==> src/rtl/i2c_reg_seq_pkg.sv <==
// Shared types and constants for the I2C register-access sequencer.
package i2c_reg_seq_pkg;

  typedef enum logic [2:0] {
    CMD_START   = 3'd0,
    CMD_WR      = 3'd1,
    CMD_RD      = 3'd2,
    CMD_STOP    = 3'd3,
    CMD_RESTART = 3'd4
  } i2c_cmd_e;

  typedef enum logic [3:0] {
    S_IDLE    = 4'd0,
    S_START   = 4'd1,
    S_DEV_W   = 4'd2,
    S_REG     = 4'd3,
    S_WDATA   = 4'd4,
    S_RESTART = 4'd5,
    S_DEV_R   = 4'd6,
    S_RDATA   = 4'd7,
    S_STOP    = 4'd8,
    S_RESP    = 4'd9
  } seq_state_e;

  localparam logic [7:0]  I2C_RD_LAST_NACK = 8'h01;
  localparam logic [15:0] TIMEOUT_CYCLES   = 16'd65535;

  function automatic i2c_cmd_e state_cmd(input seq_state_e s);
    case (s)
      S_START:   return CMD_START;
      S_RESTART: return CMD_RESTART;
      S_STOP:    return CMD_STOP;
      S_RDATA:   return CMD_RD;
      default:   return CMD_WR;
    endcase
  endfunction

  function automatic logic is_byte_state(input seq_state_e s);
    case (s)
      S_DEV_W, S_REG, S_WDATA, S_DEV_R, S_RDATA: return 1'b1;
      default:                                   return 1'b0;
    endcase
  endfunction

  // Successor of a state once its command completed without error.
  function automatic seq_state_e next_state(input seq_state_e s, input logic rnw);
    case (s)
      S_START:   return S_DEV_W;
      S_DEV_W:   return S_REG;
      S_REG:     return rnw ? S_RESTART : S_WDATA;
      S_WDATA:   return S_STOP;
      S_RESTART: return S_DEV_R;
      S_DEV_R:   return S_RDATA;
      S_RDATA:   return S_STOP;
      S_STOP:    return S_RESP;
      default:   return S_IDLE;
    endcase
  endfunction

endpackage

==> src/rtl/i2c_reg_seq.sv <==
// Turns one register read/write request into an I2C master command sequence.
// Optional per-command watchdog enabled by defining I2C_REG_SEQ_TIMEOUT_EN.
module i2c_reg_seq
  import i2c_reg_seq_pkg::*;
#(
  parameter logic [15:0] DVSR = 16'd250
) (
  input  logic        clk_i,
  input  logic        rst_i,
  input  logic        req_valid_i,
  output logic        req_ready_o,
  input  logic        req_rnw_i,
  input  logic [6:0]  req_dev_addr_i,
  input  logic [7:0]  req_reg_addr_i,
  input  logic [7:0]  req_wdata_i,
  output logic        rsp_valid_o,
  output logic [7:0]  rsp_rdata_o,
  output logic        rsp_err_o,
  output logic [2:0]  cmd_o,
  output logic [7:0]  din_o,
  output logic [15:0] dvsr_o,
  output logic        wr_i2c_o,
  input  logic        ready_i,
  input  logic        done_tick_i,
  input  logic        ack_i,
  input  logic [7:0]  dout_i
);

  seq_state_e state_r, state_s;
  logic       wait_r, wait_s;   // 0: ISSUE phase, 1: WAIT phase
  logic       skip_r, skip_s;
  logic       rnw_r, rnw_s;
  logic [6:0] dev_r, dev_s;
  logic [7:0] reg_addr_r, reg_addr_s, wdata_r, wdata_s;
  logic       ready_r, rsp_valid_r, rsp_valid_s, err_r, err_s, wr_r, wr_s;
  logic [7:0] rdata_r, rdata_s, din_r, din_s, issue_din_s;
  logic [2:0] cmd_r, cmd_s;
`ifdef I2C_REG_SEQ_TIMEOUT_EN
  logic [15:0] to_cnt_r, to_cnt_s;
`endif

  assign req_ready_o = ready_r;
  assign rsp_valid_o = rsp_valid_r;
  assign rsp_rdata_o = rdata_r;
  assign rsp_err_o   = err_r;
  assign cmd_o       = cmd_r;
  assign din_o       = din_r;
  assign wr_i2c_o    = wr_r;
  assign dvsr_o      = DVSR;

  // Byte presented on din_o when the current state issues its command.
  always_comb begin
    issue_din_s = 8'h00;
    case (state_r)
      S_DEV_W: issue_din_s = {dev_r, 1'b0};
      S_REG:   issue_din_s = reg_addr_r;
      S_WDATA: issue_din_s = wdata_r;
      S_DEV_R: issue_din_s = {dev_r, 1'b1};
      S_RDATA: issue_din_s = I2C_RD_LAST_NACK;
      default: issue_din_s = 8'h00;
    endcase
  end

  // Next-state and next-output logic.
  always_comb begin
    state_s     = state_r;
    wait_s      = wait_r;
    skip_s      = 1'b0;
    rnw_s       = rnw_r;
    dev_s       = dev_r;
    reg_addr_s  = reg_addr_r;
    wdata_s     = wdata_r;
    rsp_valid_s = 1'b0;
    err_s       = err_r;
    wr_s        = 1'b0;
    rdata_s     = rdata_r;
    din_s       = din_r;
    cmd_s       = cmd_r;
    case (state_r)
      S_IDLE: begin
        if (req_valid_i) begin
          rnw_s      = req_rnw_i;
          dev_s      = req_dev_addr_i;
          reg_addr_s = req_reg_addr_i;
          wdata_s    = req_wdata_i;
          err_s      = 1'b0;
          state_s    = S_START;
          wait_s     = 1'b0;
        end else begin
          state_s = S_IDLE;
        end
      end
      S_RESP: state_s = S_IDLE;
      default: begin
        if (!wait_r) begin
          if (ready_i) begin
            wr_s   = 1'b1;
            cmd_s  = state_cmd(state_r);
            din_s  = issue_din_s;
            wait_s = 1'b1;
            skip_s = 1'b1;
          end else begin
            wait_s = 1'b0;
          end
        end else if (is_byte_state(state_r)) begin
          if (done_tick_i) begin
            wait_s = 1'b0;
            if (state_r == S_RDATA) begin
              rdata_s = dout_i;
              state_s = S_STOP;
            end else if (ack_i) begin
              err_s   = 1'b1;
              state_s = S_STOP;
            end else begin
              state_s = next_state(state_r, rnw_r);
            end
          end else begin
            wait_s = 1'b1;
          end
        end else if (!skip_r && ready_i) begin
          // The master drops ready only after seeing the strobe, so the first WAIT cycle is skipped.
          wait_s      = 1'b0;
          state_s     = next_state(state_r, rnw_r);
          rsp_valid_s = (state_r == S_STOP);
        end else begin
          wait_s = 1'b1;
        end
      end
    endcase
`ifdef I2C_REG_SEQ_TIMEOUT_EN
    to_cnt_s = 16'd0;
    if (state_r != S_IDLE && state_r != S_RESP) begin
      if (to_cnt_r == TIMEOUT_CYCLES) begin
        err_s  = 1'b1;
        wr_s   = 1'b0;
        cmd_s  = cmd_r;
        din_s  = din_r;
        wait_s = 1'b0;
        skip_s = 1'b0;
        if (state_r == S_STOP) begin
          state_s     = S_RESP;
          rsp_valid_s = 1'b1;
        end else begin
          state_s     = S_STOP;
          rsp_valid_s = 1'b0;
        end
      end else if (state_s != state_r || wait_s != wait_r) begin
        to_cnt_s = 16'd0;
      end else begin
        to_cnt_s = to_cnt_r + 16'd1;
      end
    end else begin
      to_cnt_s = 16'd0;
    end
`endif
  end

  // State and registered outputs.
  always_ff @(posedge clk_i or negedge rst_i) begin
    if (!rst_i) begin
      state_r     <= S_IDLE;
      wait_r      <= 1'b0;
      skip_r      <= 1'b0;
      rnw_r       <= 1'b0;
      dev_r       <= 7'd0;
      reg_addr_r  <= 8'd0;
      wdata_r     <= 8'd0;
      ready_r     <= 1'b1;
      rsp_valid_r <= 1'b0;
      err_r       <= 1'b0;
      wr_r        <= 1'b0;
      rdata_r     <= 8'd0;
      din_r       <= 8'd0;
      cmd_r       <= 3'd0;
`ifdef I2C_REG_SEQ_TIMEOUT_EN
      to_cnt_r    <= 16'd0;
`endif
    end else begin
      state_r     <= state_s;
      wait_r      <= wait_s;
      skip_r      <= skip_s;
      rnw_r       <= rnw_s;
      dev_r       <= dev_s;
      reg_addr_r  <= reg_addr_s;
      wdata_r     <= wdata_s;
      ready_r     <= (state_s == S_IDLE);
      rsp_valid_r <= rsp_valid_s;
      err_r       <= err_s;
      wr_r        <= wr_s;
      rdata_r     <= rdata_s;
      din_r       <= din_s;
      cmd_r       <= cmd_s;
`ifdef I2C_REG_SEQ_TIMEOUT_EN
      to_cnt_r    <= to_cnt_s;
`endif
    end
  end

endmodule
==> config.mk <==
export PLATFORM = sky130hd
export DESIGN_NAME = i2c_reg_seq
export DESIGN_NICKNAME = d
export VERILOG_FILES = /design/src/rtl/i2c_reg_seq_pkg.sv /design/src/rtl/i2c_reg_seq.sv
export SDC_FILE = /design/constraint.sdc
export NUM_CORES = 1
export LEC_CHECK = 0
export CORE_ASPECT_RATIO = 1.2
export CORE_MARGIN = 10
export CORE_UTILIZATION = 51
export DETAILED_ROUTE_END_ITERATION = 7
export PLACE_DENSITY = 0.84
export SLEW_MARGIN = 20
export SYNTH_ARGS = -nofsm -noshare
export SYNTH_HDL_FRONTEND = slang
export SYNTH_SLANG_ARGS = --single-unit
==> constraint.sdc <==
create_clock -name clk_i -period 4.8 [get_ports clk_i]
set_input_delay 0.96 -clock clk_i [delete_from_list [all_inputs] [get_ports clk_i]]
set_output_delay 0.96 -clock clk_i [all_outputs]
set_load 0.01 [all_outputs]
; Yosys cells after proc, flatten, opt, wreduce, memory -nomap -nowiden
; Cells that the tools add are included.
[word_totals]
reg_bits = 52
inputBits = 38
output_inout_bits = 39
word_cells = 78
[classes]
eq_ne = 11
n_mux = 35
n_bitwise = 3
reduce_logical = 16
[op_table]
columns = operator, count
row1 = $pmux W4 S7, 2
row2 = $pmux W8 S5, 1
row3 = $mux W4, 6
row4 = $mux W1, 22
row5 = $eq A4 B3 Y1 const B, 4
row6 = $pmux W3 S4, 1
row7 = $eq A4 B2 Y1 const B, 2
row8 = $eq A4 B4 Y1 const B, 2
row9 = $logic_not A4 Y1, 2
row10 = $pmux W4 S2, 1
row11 = $reduce_bool A2 Y1, 4
row12 = $reduce_and A7 Y1, 1
row13 = $reduce_and A5 Y1, 1
row14 = $reduce_or A5 Y1, 1
row15 = $eq A4 B1 Y1 const B, 1
row16 = $pmux W1 S2, 2
row17 = $reduce_and A2 Y1, 2
row18 = $reduce_or A2 Y1, 2
row19 = $not A1 Y1, 3
row20 = $reduce_and A3 Y1, 1
row21 = $ne A2 B1 Y1 const B, 1
row22 = $ne A2 B2 Y1 const B, 1
row23 = $logic_and A1 B1 Y1, 1
row24 = $logic_not A1 Y1, 1

; Logic depth before layout (Yosys ltp)
[logic_depth]
word_depth = 9
ltp_mapped = 7
ltp_nobuf = 5

; Worst setup path after synthesis
; OpenSTA, ideal clock, no wires.
[synth_path]
path_type = input to register
from = in done_tick_i
to = reg ready_r (netlist: req_ready_o)
setup_ns = 0.090
arrival_ns = 1.932
required_ns = 4.710
path_slack_ns = 2.778
path_stages = 5
n_path_buf = 0
path_cell_list = and3b_1 a22o_1 o32ai_1 nand3_1 nor4_2
[synth_via]
elab_chain_len = 5
[synth_rtl]
columns = element, line_no
row1 = start: declaration, i2c_reg_seq.sv:24  ; input logic done_tick_i,
row2 = $mux W4, i2c_reg_seq.sv:106  ; if (done_tick_i) begin
row3 = $mux W4, i2c_reg_seq.sv:105  ; end else if (is_byte_state(state_r)) begin
row4 = $mux W4, i2c_reg_seq.sv:95  ; if (!wait_r) begin
row5 = $pmux W4 S2, i2c_reg_seq.sv:79  ; case (state_r)
row6 = via state_s[0], i2c_reg_seq.sv:29  ; seq_state_e state_r, state_s;
row7 = $logic_not A4 Y1, i2c_reg_seq.sv:186  ; ready_r <= (state_s == S_IDLE);
row8 = end signal: assignment, i2c_reg_seq.sv:186
row9 = end: declaration, i2c_reg_seq.sv:35  ; logic ready_r, rsp_valid_r, rsp_valid_s, err_r, err_s, wr_r, wr_s;
; The timed path passes the listed nets, and every way through them passes these cells.
; A chain may end at the register's enable or synchronous reset.

; Final worst setup path
[layout_path]
from = in ready_i
to = reg ready_r (netlist: req_ready_o)
[layout_via]
elab_chain_len = 6
[layout_rtl]
columns = element, line_no
row1 = start: declaration, i2c_reg_seq.sv:23  ; input logic ready_i,
row2 = $logic_and A1 B1 Y1, i2c_reg_seq.sv:120  ; end else if (!skip_r && ready_i) begin
row3 = $mux W4, i2c_reg_seq.sv:120
row4 = $mux W4, i2c_reg_seq.sv:105
row5 = $mux W4, i2c_reg_seq.sv:95
row6 = $pmux W4 S2, i2c_reg_seq.sv:79
row7 = via state_s[1], i2c_reg_seq.sv:29
row8 = $logic_not A4 Y1, i2c_reg_seq.sv:186
; The timed path passes the listed nets, and every way through them passes these cells.

==> results.json <==
{
  "crit_type": "input pin to register",
  "dieArea_um2": 8340,
  "htreeDepth": 2,
  "core_um2": 4940,
  "antenna_cells": 0,
  "overflow": 0,
  "final_nets": 312,
  "synth_edf_count": 0,
  "clock.fmax_ghz": 0.404,
  "irDropWorstVdd_mv": 0.314,
  "postRouteAntennaNets": 0,
  "syn_area_um2": 2590,
  "maxSlewHeadroom_pct": 46.1,
  "hold_depth": 1,
  "cts_sinks": 52,
  "drc": 0,
  "synth.top_cell.area_share_pct": 49.3,
  "syn_to_final_growth_pct": 24.7,
  "antenna_found_initial": 0,
  "cts_buffers": 5,
  "cts_tree": "yes",
  "ys_seq_area_share_pct": 50.3,
  "wl_per_cell_um": 18.1,
  "clockPowerShare_pct": 12.6,
  "finalSetupViolCount": 0,
  "drt-total-wl_mm": 6.06,
  "r2r-end": "cmd_o[2]$_DFFE_PN0P_",
  "arrival_ps": 2690,
  "hold_buffers": 0,
  "worstPathRequired_ps": 5010,
  "skew_ps": 4.88,
  "p_sw_share_pct": 37.8,
  "synth_flop_cell": "dfrtp_1",
  "gp_congestion": 0.920,
  "initial_core_util_pct": 52.5,
  "cts_setup_buffers": 0,
  "synth_cells": 221,
  "rsz0062_at_grt": "no",
  "ys_types": 47,
  "cts_resized": 0,
  "worstMarginPinSlew_ps": 809,
  "cts_root_buf": "clkbuf_8",
  "finalPower_mw": 2.03,
  "place_hpwl_mm": 4.35,
  "clk_latency_ps": 300,
  "drt-initial-drc-count": 189,
  "drive_gt1_share_pct": 14.9,
  "yosysTopAreaCell": "dfrtp_1",
  "yosys_register_bits": 52,
  "maxCapViolCount": 0,
  "leakage_nw": 1.36,
  "synth_area_leaders": "dfrtp_1 49%, mux2_2 9.1%, mux2_1 5.6%",
  "vias": 1910,
  "worstHoldPathType": "register to register",
  "pwr_density_cell_nw_per_um2": 629,
  "drt-vias-per-instance": 5.70,
  "cts.clk_slew.worst_paths_ps": 90,
  "timing.critical_path.to_type": "register",
  "status": "finished clean",
  "synth_area_per_cell_um2": 11.7,
  "fp.dieW_um": 85.1,
  "power.internal_mw": 1.26,
  "power_frac_comb_pct": 44.8,
  "drv_slew": 0,
  "fin_tns_setup_ps": 0,
  "rows": 28,
  "finalCriticalPeriod_ps": 2480,
  "p_seq_share_pct": 42.6,
  "port-buffer-count": 60,
  "final_hold_viol_count": 0,
  "clock_path_buffers": 2,
  "first_pass_iters": 4,
  "holdCritStartpoint": "rnw_r$_DFFE_PN0P_",
  "grt_max_degree": 53,
  "reg2reg_depth": 3,
  "hold_path_end": "rnw_r$_DFFE_PN0P_",
  "regToRegStartpoint": "state_r[1]$_DFF_PN0_",
  "io_pins": 77,
  "fin_crit_sh_pct": 51.6,
  "async_flop_share_pct": 100,
  "crit_fanout": 5,
  "grtUsageTotal_pct": 14.4,
  "worstSetupStartpoint": "ready_i",
  "start_kind": "input pin",
  "die_y_um": 98.1,
  "grt_pass1_vias": 1971,
  "grt_pass1_wl_mm": 9.94,
  "ys_warn_count": 0,
  "reg2reg_slack_ps": 2440,
  "p_sw_mw": 0.767
}
==> through the flow <==
| stage | area [um^2] | cells | hold WS, ps | util [%] | setup slack, ps |
|---|---|---|---|---|---|
| final | 3230 | 335 | 498 | 65.4 | 2320 |
| after global routing | 3230 | 335 | 522 | 65.4 | 2170 |
| after CTS | 3220 | 335 | 497 | 65.3 | 2050 |
| after detailed placement | 3130 | 327 | 477 | 63.4 | 1740 |
| after global placement | 3130 | 327 | 473 | 63.4 | 1850 |
| after floorplan | 2640 | 235 | 456 | - | 2780 |
==> placed cells by master (no fill, tap or decap), types with 2 or more instances in the layout <==
master            n
clkbuf_8          6
nand2b_1          5
a211o_1           2
nand2_1           5
a21oi_1          14
inv_1             3
o32ai_1           2
clkdlybuf4s50_1  59
and3b_1           2
nor2b_1           3
a32oi_1           2
dfrtp_1          51
nor2_1           16
nor3_1            4
nor3b_1           3
nand3b_1          2
o21a_1            2
a22oi_1           8
conb_1           16
mux2_2           21
nor3b_4           2
mux2_1           13
a22o_1            8
==> flip-flops by register name (all words and copies together) (netlist names) <==
register,count
rsp_rdata_o,8
dev_r,7
cmd_o,3
rnw_r,1
rsp_err_o,1
din_o,8
req_ready_o,1
rsp_valid_o,1
wdata_r,8
reg_addr_r,8
wait_r,1
state_r,4
wr_i2c_o,1
==> worst max-delay path, cell delays in order <==
cell and delay, ps:
clkdlybuf4s50_1 550, nand2b_1 150, nor3b_4 270, o21ai_2 120, a211o_1 350, nor4_2 290
==> routing by layer <==
metal  GRT usage, %  up-vias  wire (um)
li1               -      873          -
met1           16.6      952       2440
met2           24.3       81       3090
met3           4.99        4        486
met4           4.19        0         48
met5              0        -          0
==> power by group through the flow <==
stage	registers [mW]	logic, mW	clock network [mW]
2_1_floorplan	0.792	0.651	0
3_3_place_gp	0.858	0.880	0
3_5_place_dp	0.866	0.905	0
4_1_cts	0.859	0.911	0.264
5_1_grt	0.899	0.991	0.281
6_report	0.865	0.910	0.256
==> final cells by class <==
| type | count | area [um^2] |
|---|---|---|
| fillers | 378 | 1710 |
| flip-flops and latches | 52 | 1300 |
| multi-input cells | 151 | 1140 |
| repair buffers | 61 | 603 |
| clock buffers | 7 | 86.3 |
| well taps | 60 | 75.1 |
| inverters | 3 | 11.3 |
| clock inverters | 1 | 7.51 |
==> synth_stat cells (2+ instances only) <==
master	instances
nand2b_1	5
and3b_1	2
a32oi_1	2
inv_1	3
nor2b_1	3
a22o_1	8
mux2_1	13
buf_4	19
nor3b_1	3
dfrtp_1	51
o32ai_1	2
nand2_1	5
mux2_2	21
conb_1	2
nor3_1	4
a21oi_1	14
buf_2	9
a211o_1	2
nor2_1	16
nand3b_1	2
a22oi_1	8
o21a_1	2
==> how the worst max path moves through the flow <==
stage	end	depth (start not counted)	slack [ps]
final	req_ready_o$_DFF_PN1_	6	2320
after global routing	cmd_o[1]$_DFFE_PN0P_	4	2170
after CTS	cmd_o[1]$_DFFE_PN0P_	4	2050
after detailed placement	cmd_o[1]$_DFFE_PN0P_	4	1740
after global placement	cmd_o[1]$_DFFE_PN0P_	4	1850
after floorplan	req_ready_o$_DFF_PN1_	5	2780
==> logic make-up (layout without fill, tap and decap cells) <==
family	count (synthesis)	count (layout)	share of synthesized area (%)
compound gates	48	48	13.7
xor+xnor	1	1	0.338
buf+inv	32	72	7.82
flops	52	52	50.3
mux	34	34	14.8
other cells	2	16	0.290
simple gates	52	52	12.8
No activity file was read; power rests on OpenSTA's default activity.
